$ cat config.mk
export PLATFORM = sky130hd
export DESIGN_NAME = wrr_burst_arbiter
export DESIGN_NICKNAME = d
export VERILOG_FILES = /design/src/rtl/wrr_burst_arbiter.sv
export SDC_FILE = /design/constraint.sdc
export NUM_CORES = 1
export LEC_CHECK = 0
export CAP_MARGIN = 25
export CORE_ASPECT_RATIO = 1.2
export CORE_MARGIN = 3
export CORE_UTILIZATION = 38
export CTS_CLUSTER_SIZE = 12
export DETAILED_ROUTE_END_ITERATION = 12
export PLACE_DENSITY = 0.58
export REMOVE_ABC_BUFFERS = 1
export SLEW_MARGIN = 20
export SYNTH_ARGS = -nofsm -noshare
export SYNTH_HDL_FRONTEND = slang
export SYNTH_SLANG_ARGS = --single-unit
$ cat constraint.sdc
create_clock -name clk -period 7.62 [get_ports clk]
set_input_delay 1.524 -clock clk [delete_from_list [all_inputs] [get_ports clk]]
set_output_delay 1.524 -clock clk [all_outputs]
set_load 0.005 [all_outputs]
$ cat src/rtl/wrr_burst_arbiter.sv
// wrr_burst_arbiter
//   Weighted round-robin arbiter for a burst-oriented shared resource.
//   A grant is held for a whole burst of req_len beats, counted on beat_done.
//   A client may win up to `weight` consecutive bursts before priority
//   rotates past it. A client that drops req mid-burst aborts its burst.
//
// Ports
//   clk         clock
//   rst_n       asynchronous active-low reset
//   req         level request per client
//   req_len     beats per burst, client i at [i*LEN_W +: LEN_W] (0 means 1)
//   weight      consecutive-burst allowance per client (0 means 1), quasi-static
//   beat_done   resource finished one beat of the current burst
//   grant       registered one-hot grant, or zero
//   grant_id    index of the granted client, valid while busy
//   busy        a burst is in progress
//   burst_last  combinational, beat_done is completing the final beat
module wrr_burst_arbiter #(
    parameter int NUM_CLIENTS = 4,
    parameter int LEN_W       = 4,
    parameter int WEIGHT_W    = 3
) (
    input  logic                            clk,
    input  logic                            rst_n,
    input  logic [NUM_CLIENTS-1:0]          req,
    input  logic [NUM_CLIENTS*LEN_W-1:0]    req_len,
    input  logic [NUM_CLIENTS*WEIGHT_W-1:0] weight,
    input  logic                            beat_done,
    output logic [NUM_CLIENTS-1:0]          grant,
    output logic [$clog2(NUM_CLIENTS)-1:0]  grant_id,
    output logic                            busy,
    output logic                            burst_last
);

    localparam int ID_W = $clog2(NUM_CLIENTS);

    typedef enum logic {
        IDLE  = 1'b0,
        BURST = 1'b1
    } state_t;

    state_t                   state_reg,    state_next;
    logic [NUM_CLIENTS-1:0]   grant_reg,    grant_next;
    logic [ID_W-1:0]          grant_id_reg, grant_id_next;
    logic [LEN_W-1:0]         beat_cnt_reg, beat_cnt_next;
    logic [ID_W-1:0]          rr_ptr_reg,   rr_ptr_next;

    // Credits are kept as "bursts already used" so that reset and reload
    // are a plain clear; remaining credit is weight_eff - used.
    logic [WEIGHT_W-1:0]      used_cnt   [NUM_CLIENTS];
    logic [LEN_W-1:0]         len_eff    [NUM_CLIENTS];
    logic [WEIGHT_W-1:0]      weight_eff [NUM_CLIENTS];

    logic                     credit_inc;
    logic                     credit_clr;

    // Zero length / zero weight are promoted to one.
    generate
        for (genvar gi = 0; gi < NUM_CLIENTS; gi++) begin : g_eff
            assign len_eff[gi]    = (req_len[gi*LEN_W +: LEN_W] == '0)
                                    ? LEN_W'(1) : req_len[gi*LEN_W +: LEN_W];
            assign weight_eff[gi] = (weight[gi*WEIGHT_W +: WEIGHT_W] == '0)
                                    ? WEIGHT_W'(1) : weight[gi*WEIGHT_W +: WEIGHT_W];
        end
    endgenerate

    // First requester at or above ptr, wrapping modulo NUM_CLIENTS.
    // Returns {found, index}.
    function automatic logic [ID_W:0] pick_from(input logic [NUM_CLIENTS-1:0] r,
                                                input logic [ID_W-1:0]        ptr);
        logic            found;
        logic [ID_W-1:0] sel;
        int              idx;
        found = 1'b0;
        sel   = '0;
        for (int k = 0; k < NUM_CLIENTS; k++) begin
            idx = int'(ptr) + k;
            if (idx >= NUM_CLIENTS) begin
                idx = idx - NUM_CLIENTS;
            end
            if (!found && r[ID_W'(idx)]) begin
                found = 1'b1;
                sel   = ID_W'(idx);
            end
        end
        return {found, sel};
    endfunction

    logic [ID_W-1:0] rot_ptr;
    logic [ID_W:0]   pick_cur;
    logic [ID_W:0]   pick_rot;
    logic            abort;
    logic            last_beat;
    logic            keep_client;

    assign rot_ptr   = (grant_id_reg == ID_W'(NUM_CLIENTS - 1)) ? '0
                                                                : grant_id_reg + ID_W'(1);
    assign pick_cur  = pick_from(req, rr_ptr_reg);
    assign pick_rot  = pick_from(req, rot_ptr);
    assign abort     = !req[grant_id_reg];
    assign last_beat = beat_done && (beat_cnt_reg == LEN_W'(1));

    // Back-to-back re-grant only on a clean completion with credit left.
    assign keep_client = !abort &&
        (({1'b0, used_cnt[grant_id_reg]} + (WEIGHT_W + 1)'(1)) <
         {1'b0, weight_eff[grant_id_reg]});

    always_ff @(posedge clk or negedge rst_n) begin
        if (!rst_n) begin
            state_reg    <= IDLE;
            grant_reg    <= '0;
            grant_id_reg <= '0;
            beat_cnt_reg <= '0;
            rr_ptr_reg   <= '0;
        end else begin
            state_reg    <= state_next;
            grant_reg    <= grant_next;
            grant_id_reg <= grant_id_next;
            beat_cnt_reg <= beat_cnt_next;
            rr_ptr_reg   <= rr_ptr_next;
        end
    end

    always_comb begin
        state_next    = state_reg;
        grant_next    = grant_reg;
        grant_id_next = grant_id_reg;
        beat_cnt_next = beat_cnt_reg;
        rr_ptr_next   = rr_ptr_reg;
        credit_inc    = 1'b0;
        credit_clr    = 1'b0;

        case (state_reg)
            IDLE: begin
                if (pick_cur[ID_W]) begin
                    state_next    = BURST;
                    grant_id_next = pick_cur[ID_W-1:0];
                    grant_next    = NUM_CLIENTS'(1) << pick_cur[ID_W-1:0];
                    beat_cnt_next = len_eff[pick_cur[ID_W-1:0]];
                end
            end
            BURST: begin
                if (abort || last_beat) begin
                    if (keep_client) begin
                        credit_inc    = 1'b1;
                        beat_cnt_next = len_eff[grant_id_reg];
                    end else begin
                        credit_clr  = 1'b1;
                        rr_ptr_next = rot_ptr;
                        if (pick_rot[ID_W]) begin
                            grant_id_next = pick_rot[ID_W-1:0];
                            grant_next    = NUM_CLIENTS'(1) << pick_rot[ID_W-1:0];
                            beat_cnt_next = len_eff[pick_rot[ID_W-1:0]];
                        end else begin
                            state_next    = IDLE;
                            grant_next    = '0;
                            beat_cnt_next = '0;
                        end
                    end
                end else if (beat_done) begin
                    beat_cnt_next = beat_cnt_reg - LEN_W'(1);
                end
            end
            default: begin
                state_next = IDLE;
                grant_next = '0;
            end
        endcase
    end

    // Only the current winner's credit ever moves.
    generate
        for (genvar gi = 0; gi < NUM_CLIENTS; gi++) begin : g_credit
            logic [WEIGHT_W-1:0] used_reg;
            always_ff @(posedge clk or negedge rst_n) begin
                if (!rst_n) begin
                    used_reg <= '0;
                end else if (state_reg == BURST && grant_id_reg == ID_W'(gi)) begin
                    if (credit_clr) begin
                        used_reg <= '0;
                    end else if (credit_inc) begin
                        used_reg <= used_reg + WEIGHT_W'(1);
                    end
                end
            end
            assign used_cnt[gi] = used_reg;
        end
    endgenerate

    assign grant      = grant_reg;
    assign grant_id   = grant_id_reg;
    assign busy       = (state_reg == BURST);
    assign burst_last = (state_reg == BURST) && last_beat;

endmodule

* Yosys cells after proc, flatten, opt, wreduce, memory -nomap -nowiden
Cells that the tools add are included.
Storage, ports and cells: bits in registers 25, bits of input ports 35, output and inout bits 8, word-level logic and storage cells 215
Operators by class: add/subtract/negate cells 21, order comparisons 21, equal/unequal tests 9, shift operators 2, multiplexer cells 109, bitwise logic cells 5, reductions and logical operators 39
Operators by type and width (number):
- 2-to-1 mux 4 bit | 19
- 2-to-1 mux 3 bit | 16
- 2-to-1 mux 2 bit | 21
- 2-to-1 mux 1 bit | 35
- < comparator 2 x 4 -> 1 bit (second input constant) | 8
- >= comparator 3 bit (second input constant) | 9
- binary-select mux 4 bit (select 2 bit) | 3
- binary-select mux 1 bit (select 2 bit) | 9
- zero test 4 bit | 4
- one-hot mux 4 bit (2 select lines) | 2
- subtractor 2 x 1 -> 2 bit (second input constant) | 8
- logical AND 1 bit | 13
- adder 2 x 2 -> 3 bit (second input constant) | 4
- adder 3 x 1 -> 3 bit (second input constant) | 4
- binary-select mux 3 bit (select 2 bit) | 2
- zero test 3 bit | 4
- AND reduction 2 bit | 5
- inverter 2 -> 3 bit | 3
- << shifter 1 x 2 -> 4 bit (first input constant) | 2
- zero test 1 bit | 7
- adder 2 x 1 -> 3 bit (second input constant) | 2
- >= comparator 2 x 3 -> 1 bit (second input constant) | 2
- AND reduction 3 bit | 2
- adder 3 x 1 -> 4 bit (second input constant) | 1
- 17 further kinds | 21

* Longest topological paths before layout
depth after elaboration 25, mapped depth 11, depth with buffers taken out 8

* Worst setup path before layout
Ideal clock, no wire load.
path kind input to output, start input port beat_done, end output port burst_last, arrival time 1.950 ns, data required time 6.096 ns, setup slack 4.146 ns, cell stages on the path 2, path buffers 0, cells stage by stage and4bb_2 -> and2_1
Between the ends: cells in the longest elaborated chain, start to end 2
RTL lines:
- start, declared | line 28 | input logic beat_done,
- logical AND 1 bit | line 101 | assign last_beat = beat_done && (beat_cnt_reg == LEN_W'(1));
- logical AND 1 bit | line 193 | assign burst_last = (state_reg == BURST) && last_beat;
- end, declared | line 32 | output logic burst_last
No other way between the ends.

* Final worst setup path
Ends and elaborated chain as after synthesis.

==> summary.md <==
Run status
- **result of the run** complete, no violations

STA
- **RSZ-0062 raised after global routing** no
- **least setup slack across all paths after layout** 3090 ps
- **worst slew margin relative to its limit** 37.4%
- **worst slack on hold paths** 518 ps
- **number of hold-slack violations in the final timing report** 0
- **Max Transition Viols Final** 0
- **largest clock skew in the final design** 11.7 ps
- **Max Freq** 221 MHz
- **crit share post-route** 59.5%
- **pin slew with the least headroom to its limit** 939 ps
- **endpoints failing setup** 0
- **TNS Setup** 0 ps
- **Final Critical Period** 4530 ps

Routing
- **post-route DRC violation count** 0
- **via-per-instance ratio** 5.98
- **routed length per placed instance** 18.0 µm
- **post-route ant nets** 0
- **via total after detailed routing** 2308
- **Detailed Routing Iterations Pass 1** 4
- **Total Routed Length** 6930 µm
- **count of routing violations after the opening detailed-route iteration** 99

Clock network
- **Post-CTS Hold Fix Bufs** 0
- **clock buffers created by TritonCTS** 3
- **post-CTS setup-driven buffer insertion count** 0
- **CTS tree** done
- **clock transition at the register clock pins on the worst setup and hold paths after CTS** 100 ps
- **count of instances resized after the clock tree is built** 0
- **CTS Root Buffer Type** sky130_fd_sc_hd__clkbuf_8
- **H-tree Lvls** 1
- **number of buffers on the longest clock path** 2
- **# clock sinks** 25
- **Clk Latency, worst-skew pair** 280 ps

Worst setup path
- **timing startpoint of the critical path** beat_done
- **data arrival time of the critical path** 3010 ps
- **type of element capturing the critical path** primary output
- **Critical Path Fanout Max** 6
- **Crit Reg-Reg Startpoint** grant_id[0]
- **kind of start point of the critical path** input port
- **data required time of the critical path** 6100 ps
- **crit path kind** in2out

Power
- **P per Cell Area** 374 nW/µm²
- **leakage power summed over all cells** 1.16 nW
- **relative contribution of combinational cells to total power** 66.9%
- **peak supply drop** 0.192 mV
- **internal power** 0.000550 W
- **Switch Pwr** 0.000534 W
- **clock power share** 7.9%
- **switching share of power** 49.3%
- **Flop pwr share** 25.2%

Worst hold path
- **path type of the worst min-delay path** reg2reg
- **launch instance of the worst min-delay path** g_credit[2].used_reg[2]

Synth
- **Yosys warnings** 0
- **cell type contributing the most total cell area after synthesis** sky130_fd_sc_hd__dfrtp_1
- **combined area of all synthesized cells** 2380 µm²
- **most numerous cell types in the synthesized netlist** sky130_fd_sc_hd__nand2_1, sky130_fd_sc_hd__dfrtp_1, sky130_fd_sc_hd__o21ai_0
- **Async SR Flop Fraction** 100%
- **top cells by area, synth** sky130_fd_sc_hd__dfrtp_1, sky130_fd_sc_hd__mux4_2, sky130_fd_sc_hd__ha_1
- **flip-flop cell with the highest count after synthesis** sky130_fd_sc_hd__dfrtp_1
- **gate count after technology mapping** 268
- **combinational family with the most area after synthesis** compound AO/OA/AOI/OAI gates
- **Netlist cell types** 59
- **share of synthesized cell area in and, or, nand and nor gates** 20.2%
- **fraction of the mapped netlist area in compound gates** 28.5%
- **fraction of the mapped netlist area in adder cells** 6.85%
- **EDFF count, synth** 0
- **Avg Synthesized Cell Area** 8.87 µm²
- **sequential element share of the synthesized area** 26.3%
- **most common cell in the netlist** sky130_fd_sc_hd__nand2_1
- **proportion of synthesized area in mux cells** 13.0%
- **xor-xnor portion of the synthesized cell area** 0.737%
- **top cell type's share of synthesized area** 26.3%
- **register bit count reported by yosys** 25

GRT
- **global-route usage over all layers** 19.6%
- **gr ovfl total** 0
- **first-pass GRT wire length** 11200 µm
- **antenna violations before repair** 0
- **number of global-route vias before repair** 2183
- **largest net degree at the start of global routing** 26

Final layout
- **share of final-layout standard cells stronger than drive strength 1** 9.15%
- **area grow syn2layout** 22.0%
- **flip-flop count of the largest register after layout** 12
- **number of filler instances in the final layout** 584
- **number of diodes added for antenna fixing** 0
- **Final #Nets** 355
- **number of standard cells in the final layout excluding fillers** 386

Floorplan
- **io pins** 43
- **placeable core area** 5860 µm²
- **Starting Density** 40.6%
- **Die ar.** 7240 µm²
- **row count** 30
- **floorplan die height** 92.6 µm
- **die width** 78.2 µm

Run
- **number of max-cap violations** 0

Placement
- **dpl cells** 382
- **Setup WS pre-CTS** 3090 ps
- **global placer's final weighted congestion** 0.868
- **IO Port Bufs** 42
- **half-perimeter wire length of the detailed placement result** 5310 µm

[cell families after synthesis]
family | count (synthesis)
buffers and inverters | 22
AOI/OAI and AO/OA | 97
DFF | 25
muxes | 17
xor gates and xnor gates | 2
adders and majority gates | 13
and+or+nand+nor | 92
[path summary, 6_finish.rpt]
path	end	slack, ps	cells past startpoint
min	g_credit[2].used_reg[2]	520	1
min in group asynchronous	g_credit[1].used_reg[1]	1600	2
max reg2reg	grant[3]	3780	7
min reg2reg	g_credit[2].used_reg[2]	520	1
max	burst_last	3090	4
max in group asynchronous	g_credit[0].used_reg[1]	5760	2
[placed cells by master (no fill, tap or decap), types with 4 or more instances in the layout]
cell,instances
sky130_fd_sc_hd__clkdlybuf4s50_1,42
sky130_fd_sc_hd__nand2_1,26
sky130_fd_sc_hd__dfrtp_1,25
sky130_fd_sc_hd__o21ai_0,21
sky130_fd_sc_hd__inv_1,13
sky130_fd_sc_hd__nor2_1,13
sky130_fd_sc_hd__nand3_1,13
sky130_fd_sc_hd__ha_1,13
sky130_fd_sc_hd__nor3_1,11
sky130_fd_sc_hd__a21oi_1,11
sky130_fd_sc_hd__o21ai_1,11
sky130_fd_sc_hd__mux4_2,8
sky130_fd_sc_hd__nand2b_1,7
sky130_fd_sc_hd__o21bai_1,6
sky130_fd_sc_hd__o31a_1,4
sky130_fd_sc_hd__or2_2,4
[power groups by stage]
stage / Clock, W / Sequential (W) / Combinational [W]
6_report: 0.0000859 / 0.000272 / 0.000725
5_1_grt: 0.0000928 / 0.000284 / 0.000812
4_1_cts: 0.0000887 / 0.000274 / 0.000727
3_5_place_dp: 0 / 0.000277 / 0.000725
3_3_place_gp: 0 / 0.000276 / 0.000720
2_1_floorplan: 0 / 0.000250 / 0.000521
[metal layers]
| layer | part of all wire, % | routed length [µm] | up-vias | global-route usage, % |
|---|---|---|---|---|
| met5 | 0 | 0 | - | 0 |
| met4 | 2.7 | 184 | 0 | 7.29 |
| met3 | 4.0 | 280 | 12 | 1.56 |
| met2 | 52 | 3580 | 70 | 35.2 |
| met1 | 42 | 2890 | 1112 | 24.2 |
| li1 | - | - | 1114 | - |
[per-stage QoR]
stage	cell area (µm²)	utilization (%)	total power, W
floorplan	2320	-	0.000771
global route	2900	49.5	0.00119
finish	2900	49.5	0.00108
detailed placement	2850	48.6	0.00100
CTS	2900	49.5	0.00109
global placement	2850	48.6	0.000996
[critical path, stage by stage]
cell and delay [ps]:
sky130_fd_sc_hd__clkdlybuf4s50_1 530, sky130_fd_sc_hd__and4bb_2 320, sky130_fd_sc_hd__and2_1 140, sky130_fd_sc_hd__clkdlybuf4s50_1 500
[layout make-up]
class	count	area (µm²)	share of cell area (%)
Clock buffer	3	41.3	1.42
Multi-Input combinational cell	221	1650	56.8
Clock inverter	1	8.76	0.302
Timing Repair Buffer	43	428	14.8
Inverter	13	48.8	1.68
Sequential cell	25	626	21.6
Tap cell	80	100	3.45
Note: power is estimated with default switching activity, not from simulation.
